$ cat config.mk
export PLATFORM = sky130hd
export DESIGN_NAME = reward_calc_param_flat
export DESIGN_NICKNAME = d
export VERILOG_FILES = /design/src/rtl/reward_calc_param_if.sv /design/src/rtl/reward_calc_param.sv /design/src/flat_wrapper.sv
export SDC_FILE = /design/constraint.sdc
export NUM_CORES = 1
export LEC_CHECK = 0
export ABC_AREA = 1
export BUFFER_PORTS_ARGS = -buffer_cell sky130_fd_sc_hd__buf_4
export CORE_ASPECT_RATIO = 1.25
export CORE_MARGIN = 2
export CORE_UTILIZATION = 50
export CTS_CLUSTER_DIAMETER = 120
export DETAILED_ROUTE_END_ITERATION = 8
export MAX_ROUTING_LAYER = met4
export PLACE_DENSITY = 0.68
export SLEW_MARGIN = 15
export SYNTH_ARGS = -nofsm -noshare
export SYNTH_HDL_FRONTEND = slang
export SYNTH_SLANG_ARGS = --single-unit
$ cat constraint.sdc
create_clock -name clock -period 9.1 [get_ports clock]
set_input_delay 0.91 -clock clock [delete_from_list [all_inputs] [get_ports clock]]
set_output_delay 0.91 -clock clock [all_outputs]
set_load 0.02 [all_outputs]
$ cat src/rtl/reward_calc_param_if.sv
// Memory read bus between the reward engine (master) and the shared memory (slave).
// mem_data returns the word for the address presented one clock earlier.
interface reward_calc_param_if #(
  parameter int WORD_WIDTH = 16
);
  logic [WORD_WIDTH-1:0] address;
  logic [WORD_WIDTH-1:0] mem_data;

  modport master (output address, input mem_data);
  modport slave  (input address, output mem_data);
endinterface

$ cat src/rtl/reward_calc_param.sv
// Reward engine for the Q-learning router: four table reads through one port,
// then a hop or battery-weighted saturating reward with a one-cycle done pulse.
module reward_calc_param #(
  parameter int          WORD_WIDTH    = 16,
  parameter int unsigned NUM_NEIGHBORS = 64,
  parameter int unsigned NUM_HOPS      = 8,
  parameter int unsigned NID_BASE      = 'h0048,
  parameter int unsigned CID_BASE      = 'h00C8,
  parameter int unsigned BATT_BASE     = 'h0148,
  parameter int unsigned HOPM_BASE     = 'h0648,
  parameter int          BATT_SHIFT    = 8,
  parameter int unsigned INTRA_BONUS   = 10
) (
  input  logic                   clock,
  input  logic                   nreset,
  input  logic                   en,
  input  logic                   start,
  input  logic                   mode,
  input  logic [WORD_WIDTH-1:0]  my_node_id,
  input  logic [WORD_WIDTH-1:0]  my_cluster_id,
  input  logic [WORD_WIDTH-1:0]  action,
  input  logic [WORD_WIDTH-1:0]  besthop,
  reward_calc_param_if.master    mem,
  output logic [WORD_WIDTH-1:0]  reward_out,
  output logic [WORD_WIDTH-1:0]  next_node,
  output logic                   busy,
  output logic                   done,
  output logic                   err
);

  typedef enum logic [2:0] {
    IDLE, A_NID, A_CID, A_BAT, A_HOP, W_HOP, CALC, DONE
  } state_t;

  state_t                state;
  logic                  start_seen;
  logic                  mode_q;
  logic [WORD_WIDTH-1:0] cluster_q;
  logic [WORD_WIDTH-1:0] node_id_q;
  logic [WORD_WIDTH-1:0] act_q;
  logic [WORD_WIDTH-1:0] hop_q;
  logic [WORD_WIDTH-1:0] cid_q;
  logic [WORD_WIDTH-1:0] batt_q;
  logic [WORD_WIDTH-1:0] hopm_q;

  // Caller node ID is held for future self-loop checks and not consumed yet.
  logic unused_node_id;
  assign unused_node_id = ^node_id_q;

  logic                  out_of_range;
  logic [WORD_WIDTH-1:0] hop_clamped;
  assign out_of_range = 32'(action) >= NUM_NEIGHBORS;
  assign hop_clamped  = (32'(besthop) > NUM_HOPS - 1) ? WORD_WIDTH'(NUM_HOPS - 1) : besthop;

  // Word tables use a 2-byte stride; the sum wraps at WORD_WIDTH.
  function automatic logic [WORD_WIDTH-1:0] table_addr(input int unsigned base,
                                                       input logic [WORD_WIDTH-1:0] idx);
    return WORD_WIDTH'(base) + {idx[WORD_WIDTH-2:0], 1'b0};
  endfunction

  logic [2*WORD_WIDTH-1:0] product;
  logic [2*WORD_WIDTH-1:0] scaled;
  logic [WORD_WIDTH-1:0]   base_reward;
  logic [WORD_WIDTH:0]     bonus_sum;
  logic [WORD_WIDTH-1:0]   reward_next;

  always_comb begin
    // NOTE: every always_comb output gets a default first so no path can infer a latch.
    product     = {{WORD_WIDTH{1'b0}}, hopm_q} * {{WORD_WIDTH{1'b0}}, batt_q};
    scaled      = product >> BATT_SHIFT;
    base_reward = hopm_q;
    if (mode_q) begin
      base_reward = (|scaled[2*WORD_WIDTH-1:WORD_WIDTH]) ? '1 : scaled[WORD_WIDTH-1:0];
    end
    bonus_sum   = {1'b0, base_reward} + (WORD_WIDTH+1)'(INTRA_BONUS);
    reward_next = base_reward;
    if (cid_q == cluster_q) begin
      reward_next = bonus_sum[WORD_WIDTH] ? '1 : bonus_sum[WORD_WIDTH-1:0];
    end
  end

  always_ff @(posedge clock or negedge nreset) begin
    if (!nreset) begin
      state       <= IDLE;
      mem.address <= '0;
      reward_out  <= '0;
      next_node   <= '0;
      busy        <= 1'b0;
      done        <= 1'b0;
      err         <= 1'b0;
      start_seen  <= 1'b0;
      mode_q      <= 1'b0;
      cluster_q   <= '0;
      node_id_q   <= '0;
      act_q       <= '0;
      hop_q       <= '0;
      cid_q       <= '0;
      batt_q      <= '0;
      hopm_q      <= '0;
    end else if (en) begin
      // NOTE: non-blocking assignments so every register samples pre-edge values.
      done <= 1'b0;
      if (!start) start_seen <= 1'b0;

      case (state)
        IDLE: begin
          mem.address <= '0;
          if (start && !start_seen) begin
            start_seen <= 1'b1;
            mode_q     <= mode;
            cluster_q  <= my_cluster_id;
            node_id_q  <= my_node_id;
            act_q      <= action;
            hop_q      <= hop_clamped;
            if (out_of_range) begin
              state      <= DONE;
              done       <= 1'b1;
              busy       <= 1'b0;
              err        <= 1'b1;
              reward_out <= '0;
              next_node  <= '0;
            end else begin
              state       <= A_NID;
              busy        <= 1'b1;
              err         <= 1'b0;
              mem.address <= table_addr(NID_BASE, action);
            end
          end
        end
        A_NID: begin
          state       <= A_CID;
          mem.address <= table_addr(CID_BASE, act_q);
        end
        A_CID: begin
          state       <= A_BAT;
          next_node   <= mem.mem_data;
          mem.address <= table_addr(BATT_BASE, act_q);
        end
        A_BAT: begin
          state       <= A_HOP;
          cid_q       <= mem.mem_data;
          mem.address <= table_addr(HOPM_BASE, hop_q);
        end
        A_HOP: begin
          state       <= W_HOP;
          batt_q      <= mem.mem_data;
          mem.address <= '0;
        end
        W_HOP: begin
          state  <= CALC;
          hopm_q <= mem.mem_data;
        end
        CALC: begin
          state      <= DONE;
          reward_out <= reward_next;
          done       <= 1'b1;
          busy       <= 1'b0;
        end
        DONE: begin
          state <= IDLE;
        end
        default: state <= IDLE;
      endcase
    end
  end

endmodule

$ cat src/flat_wrapper.sv
// flat-port wrapper written by rule: the top's interface ports become plain ports
module reward_calc_param_flat 
#(
  parameter int          WORD_WIDTH    = 16,
  parameter int unsigned NUM_NEIGHBORS = 64,
  parameter int unsigned NUM_HOPS      = 8,
  parameter int unsigned NID_BASE      = 'h0048,
  parameter int unsigned CID_BASE      = 'h00C8,
  parameter int unsigned BATT_BASE     = 'h0148,
  parameter int unsigned HOPM_BASE     = 'h0648,
  parameter int          BATT_SHIFT    = 8,
  parameter int unsigned INTRA_BONUS   = 10
)
  (clock, nreset, en, start, mode, my_node_id, my_cluster_id, action, besthop, reward_out, next_node, busy, done, err, mem_address, mem_mem_data);
  reward_calc_param_if #(.WORD_WIDTH(WORD_WIDTH)) mem_i ();
  input  logic clock;
  input  logic nreset;
  input  logic en;
  input  logic start;
  input  logic mode;
  input  logic [WORD_WIDTH-1:0] my_node_id;
  input  logic [WORD_WIDTH-1:0] my_cluster_id;
  input  logic [WORD_WIDTH-1:0] action;
  input  logic [WORD_WIDTH-1:0] besthop;
  output logic [WORD_WIDTH-1:0] reward_out;
  output logic [WORD_WIDTH-1:0] next_node;
  output logic busy;
  output logic done;
  output logic err;
  output wire logic [$bits(mem_i.address)-1:0] mem_address;
  input wire logic [$bits(mem_i.mem_data)-1:0] mem_mem_data;
  assign mem_address = mem_i.address;
  assign mem_i.mem_data = mem_mem_data;
  reward_calc_param #(.WORD_WIDTH(WORD_WIDTH), .NUM_NEIGHBORS(NUM_NEIGHBORS), .NUM_HOPS(NUM_HOPS), .NID_BASE(NID_BASE), .CID_BASE(CID_BASE), .BATT_BASE(BATT_BASE), .HOPM_BASE(HOPM_BASE), .BATT_SHIFT(BATT_SHIFT), .INTRA_BONUS(INTRA_BONUS)) u_core (.clock(clock), .nreset(nreset), .en(en), .start(start), .mode(mode), .my_node_id(my_node_id), .my_cluster_id(my_cluster_id), .action(action), .besthop(besthop), .mem(mem_i), .reward_out(reward_out), .next_node(next_node), .busy(busy), .done(done), .err(err));
endmodule
# == Word-level counts from Yosys, hierarchy flattened ==
# Cells that the tools add are included.
# word_totals
ff_bits,150
in_bits,85
output_inout_bits,51
# op_classes
addsub,5
multipliers,1
order_cmp,2
n_eq_ne,10
mux,24
n_reduce_logical,16
# op_table
operator,n
$mux 16,8
$pmux 16 s5,1
$pmux 16 s2,2
$mul 16x16->32,1
$pmux 3 s8,1
$add 16x4->17 const B,1
$add 11x16->16 const A,1
$add 7x16->16 const A,1
$add 8x16->16 const A,1
$add 9x16->16 const A,1
$eq 16x16->1,1
$ge 16x7->1 const B,1
$gt 16x3->1 const B,1
$mux 15,1
$eq 3x3->1 const B,4
$reduce_and 2->1,5
$reduce_and 4->1,2
$reduce_or 8->1,1
$mux 1,7
$eq 3x2->1 const B,2
$mux 3,2
$reduce_and 3->1,2
$reduce_bool 5->1,1
$ne 2x1->1 const B,2
other kinds (6),8

# == Longest topological paths before layout ==
# logic_depth
word_depth,8
ltp_mapped,43
depth_no_buf,41

# == Worst setup path before layout ==
# OpenSTA, ideal clock, no wires.
# synth_path
path_type,reg2reg
from,reg u_core.batt_q[7]
to,reg u_core.reward_out[7]
arrival_ns,6.439
required_ns,8.983
setup_slack_ns,2.544
path_stages_with_launch,42
period_less_slack_ns,6.556
cell_sequence,dfrtp_1 clkbuf_1 clkbuf_1 nand2_1 fa_1 inv_1 fa_1 inv_1 fa_1 inv_1 fa_1 fa_1 inv_1 fa_1 inv_1 ha_1 nand2_1 inv_1 [... 6 more ...] nand2_1 nand2_1 nor2_1 nand2_2 nor2_4 nand3_1 nand2_1 inv_1 ha_1 inv_1 nand2_1 nand2_1 nor2_2 nand2_1 xnor2_1 nand2_1 nand2_1 nand2_1
# synth_between
elab_chain_cells,8
# synth_rtl
item,line,rtl
from (decl),reward_calc_param.sv:43,logic [WORD_WIDTH-1:0] batt_q;
from (signal assigned),reward_calc_param.sv:146,batt_q <= mem.mem_data;
$mul 16x16->32 *,reward_calc_param.sv:69,"product = {{WORD_WIDTH{1'b0}}, hopm_q} * {{WORD_WIDTH{1'b0}}, batt_q};"
$reduce_or 8->1,reward_calc_param.sv:73,base_reward = (|scaled[2*WORD_WIDTH-1:WORD_WIDTH]) ? '1 : scaled[WORD_WIDTH-1:0];
$mux 16 *,reward_calc_param.sv:73,
$mux 16 *,reward_calc_param.sv:72,if (mode_q) begin
$add 16x4->17,reward_calc_param.sv:75,"bonus_sum = {1'b0, base_reward} + (WORD_WIDTH+1)'(INTRA_BONUS);"
$mux 16,reward_calc_param.sv:78,reward_next = bonus_sum[WORD_WIDTH] ? '1 : bonus_sum[WORD_WIDTH-1:0];
$mux 16 *,reward_calc_param.sv:77,if (cid_q == cluster_q) begin
$pmux 16 s2 *,reward_calc_param.sv:105,case (state)
to (signal assigned),reward_calc_param.sv:155,reward_out <= reward_next;
to (decl),reward_calc_param.sv:24,"output logic [WORD_WIDTH-1:0] reward_out,"
# Mark *: on every way between the ends. The rest lies on a longest branch, timed or not.
# A chain may end at the register's enable or synchronous reset.

# == Worst setup path after layout ==
# layout_path
from,reg u_core.hopm_q[7]
to,reg u_core.reward_out[14]
# layout_between
elab_chain_cells,8
# layout_rtl
item,line,rtl
from (decl),reward_calc_param.sv:44,logic [WORD_WIDTH-1:0] hopm_q;
from (signal assigned),reward_calc_param.sv:151,hopm_q <= mem.mem_data;
$mul 16x16->32,reward_calc_param.sv:69,
$reduce_or 8->1,reward_calc_param.sv:73,
$mux 16,reward_calc_param.sv:73,
$mux 16 *,reward_calc_param.sv:72,
$add 16x4->17,reward_calc_param.sv:75,
$mux 16,reward_calc_param.sv:78,
$mux 16 *,reward_calc_param.sv:77,
$pmux 16 s2 *,reward_calc_param.sv:105,
# Marks and branches as above.

==> impl_metrics.yaml <==
yosys:
  seq_area_frac_synth_pct: 22.3
  synth_fa_ha_area_share_pct: 31.4
  synth_top_family_by_area: "adder cells"
  synth_compound_area_share_pct: 6.39
  yosysUniqueCellTypes: 48
  ys_ff_latch: 149
  netlist_area_um2: 16800
  yosys.area_share.xor_xnor_pct: 2.20
  synth_enable_flop_cells: 0
  muxShareOfSynthArea_pct: 0
  syn_inst: 2269
  yosysWarnings: 0
  async_flop_share_pct: 100
  synth-main-ff-cell: "dfrtp_1"
  synth_simple_gate_area_share_pct: 22.8
  synth_nets: 2659
  syn_avg_cell_area_um2: 7.38
global_routing:
  grt_max_degree: 77
  antenna_found_initial: 0
  grt_pass1_vias: 14809
  grtUsageTotal_pct: 26.6
  grt_pass1_wl_mm: 72.1
  grt_overflow: 0
route:
  wl_mm: 42.3
  firstDrtPassIters: 5
  antenna_left: 0
  num_vias: 13924
  drc_errors: 0
  drt_iter0_markers: 702
  wire_per_inst_um: 15.4
  viasPerCell: 5.07
timing:
  setup-violations-final: 0
  timing.slew.headroom_pct: 34.5
  post-route-min-period_ps: 7850
  finalCritPeriodShare_pct: 86.2
  rsz0062_at_grt: "false"
  tightest_slew_ps: 979
  slew_violations: 0
  max_freq_mhz: 127
  finalSetupTns_ps: 0
  skew_ps: 14.8
  hold_viol: 0
worst_hold_path:
  hold_path_class: "in2async"
worst_setup_path:
  crit_top_cell: "nand2_1"
  worstPathArrival_ps: 8170
  crit_type: "reg2reg"
  max_stage_delay_ps: 950
  startpoint_type: "register"
  crit_fanout: 18
  worstSetupEndpointType: "register"
  cp_slowest_cell: "dfrtp_1"
  cp.required_ps: 9430
floorplan:
  die_w_um: 168
  dieArea_um2: 35000
  io_pins: 136
  coreArea_um2: 32900
  initial_utilization_pct: 51.0
  num_rows: 74
  die_h_um: 209
cts:
  cts_max_level: 4
  tritoncts: "yes"
  cts_buffer_depth: 2
  holdBufCountCts: 0
  clock-sinks: 149
  cts_root_buf: "clkbuf_16"
  path_clk_slew_ps: 70
  cts_buffers: 17
  postCtsResizedCells: 0
  postCtsSetupBuffers: 0
  clk_latency_ps: 440
finish:
  finish.net_count: 2708
  fillers: 3072
  area_delta_synth_final_pct: 10.3
  diodes: 0
  drive_gt1_share_pct: 9.35
  multi_input_area_um2: 10500
  ff_latch_area_um2: 3730
  finish.utilization_pct: 56.2
placed_design:
  place_hpwl_mm: 33.6
  port_buffers: 118
  routabilityCongestion: 0.970
run:
  maxCapViolCount: 0
outcome:
  status: "finished clean"
-- routing by layer --
| metal | track usage, % | wire length (um) | up-vias |
|---|---|---|---|
| met4 | 9.78 | 1390 | 0 |
| met2 | 48.7 | 22400 | 331 |
| li1 | - | - | 6767 |
| met5 | - | 0 | - |
| met1 | 29.7 | 16800 | 6724 |
| met3 | 3.14 | 1690 | 102 |
-- synthesized netlist by cell type, types with 2 or more instances --
cell	n	area, um^2
a21o_1	3	22.5
a21oi_1	51	255
a221oi_1	3	26.3
a31oi_1	7	43.8
a41oi_1	3	26.3
buf_1	4	15.0
buf_2	2	10.0
buf_4	6	45.0
clkbuf_1	84	315
clkinv_1	2	7.51
dfrtp_1	149	3730
fa_1	193	3860
ha_1	112	1400
inv_1	553	2080
inv_2	4	15.0
nand2_1	643	2410
nand2_2	11	68.8
nand3_1	73	365
nand3_2	6	60.1
nand3b_1	2	15.0
nand4_1	13	81.3
nor2_1	120	450
nor2_2	9	56.3
nor2_4	5	56.3
nor3_1	9	45.0
nor4_1	9	56.3
o21ai_0	111	556
o21ai_2	4	35.0
o21bai_1	6	45.0
or2_2	14	87.6
xnor2_1	10	87.6
xor2_1	32	280
-- final cells by class --
| class | instances | share of cell area, % |
|---|---|---|
| Tap cell | 418 | 2.83 |
| Inverter | 559 | 11.4 |
| Multi-Input combinational cell | 1464 | 57.1 |
| Sequential cell | 149 | 20.2 |
| Timing Repair Buffer | 127 | 5.18 |
| Clock buffer | 17 | 2.30 |
| Clock inverter | 15 | 1.06 |
-- layout by cell type, fill, tap and decap left out, types with 4 or more instances in the layout --
| cell type | netlist | final |
|---|---|---|
| ha_1 | 112 | 112 |
| o21bai_1 | 6 | 6 |
| nand3_1 | 73 | 73 |
| inv_2 | 4 | 4 |
| nor3_1 | 9 | 8 |
| o21ai_2 | 4 | 4 |
| or2_2 | 14 | 14 |
| a21oi_1 | 51 | 51 |
| xor2_1 | 32 | 32 |
| nor2_4 | 5 | 6 |
| o21ai_0 | 111 | 111 |
| inv_1 | 553 | 553 |
| buf_4 | 6 | 126 |
| nor2_2 | 9 | 9 |
| nand2_2 | 11 | 11 |
| nand2_1 | 643 | 643 |
| fa_1 | 193 | 193 |
| xnor2_1 | 10 | 10 |
| a31oi_1 | 7 | 7 |
| nand4_1 | 13 | 13 |
| nand3_2 | 6 | 6 |
| nor2_1 | 120 | 119 |
| dfrtp_1 | 149 | 149 |
| inv_8 | 0 | 6 |
| nor4_1 | 9 | 9 |
| inv_6 | 0 | 6 |
| clkbuf_16 | 0 | 17 |
-- sequential cells by signal, summed over array words and instances, names as in the netlist --
name and cells:
u_core.act_q 15, u_core.cid_q 16, u_core.hop_q 15, u_core.next_node 16
u_core.reward_out 16, u_core.mode_q 1, u_core.done 1, u_core.err 1
u_core.mem.address 15, u_core.batt_q 16, u_core.cluster_q 16, u_core.busy 1
u_core.state 3, u_core.hopm_q 16, u_core.start_seen 1
-- path summary, 6_finish.rpt --
check | from | to | slack [ps] | cells past startpoint
max reg2reg | u_core.hopm_q[7] | u_core.reward_out[14] | 1250 | 31
max | u_core.hopm_q[7] | u_core.reward_out[14] | 1250 | 31
min reg2reg | u_core.reward_out[11] | u_core.reward_out[11] | 480 | 2
min in group clock | u_core.reward_out[11] | u_core.reward_out[11] | 480 | 2
min | nreset | u_core.mem.address[12] | 480 | 1
max in group asynchronous | nreset | u_core.cid_q[15] | 7190 | 2
-- critical path, delay by kind of cell, from the launching register on --
| kind | cells | cell delay (ps) |
|---|---|---|
| and+or+nand+nor | 17 | 2200 |
| DFF | 1 | 950 |
| AOI/OAI and AO/OA | 2 | 670 |
| adders and majority gates | 7 | 3600 |
| buffers and inverters | 5 | 290 |
-- cells by family after synthesis --
kind of cell | Yosys count
and+or+nand+nor | 920
buffers and inverters | 656
adders and majority gates | 305
AOI/OAI and AO/OA | 196
DFF | 149
xor gates and xnor gates | 42
other | 1
-- stage by stage --
stage / hold slack (ps) / setup slack [ps] / cells / area, um^2
floorplan: 459 / 2540 / 2269 / 16800
global placement: 466 / 1460 / 2717 / 17800
detailed placement: 466 / 1370 / 2717 / 17800
CTS: 485 / 1350 / 2749 / 18500
global route: 506 / 856 / 2749 / 18500
finish: 479 / 1250 / 2749 / 18500
Power is left out: the tool's default activity adds up to more than one toggle a clock period on the data nets, which glitch-free logic cannot reach.
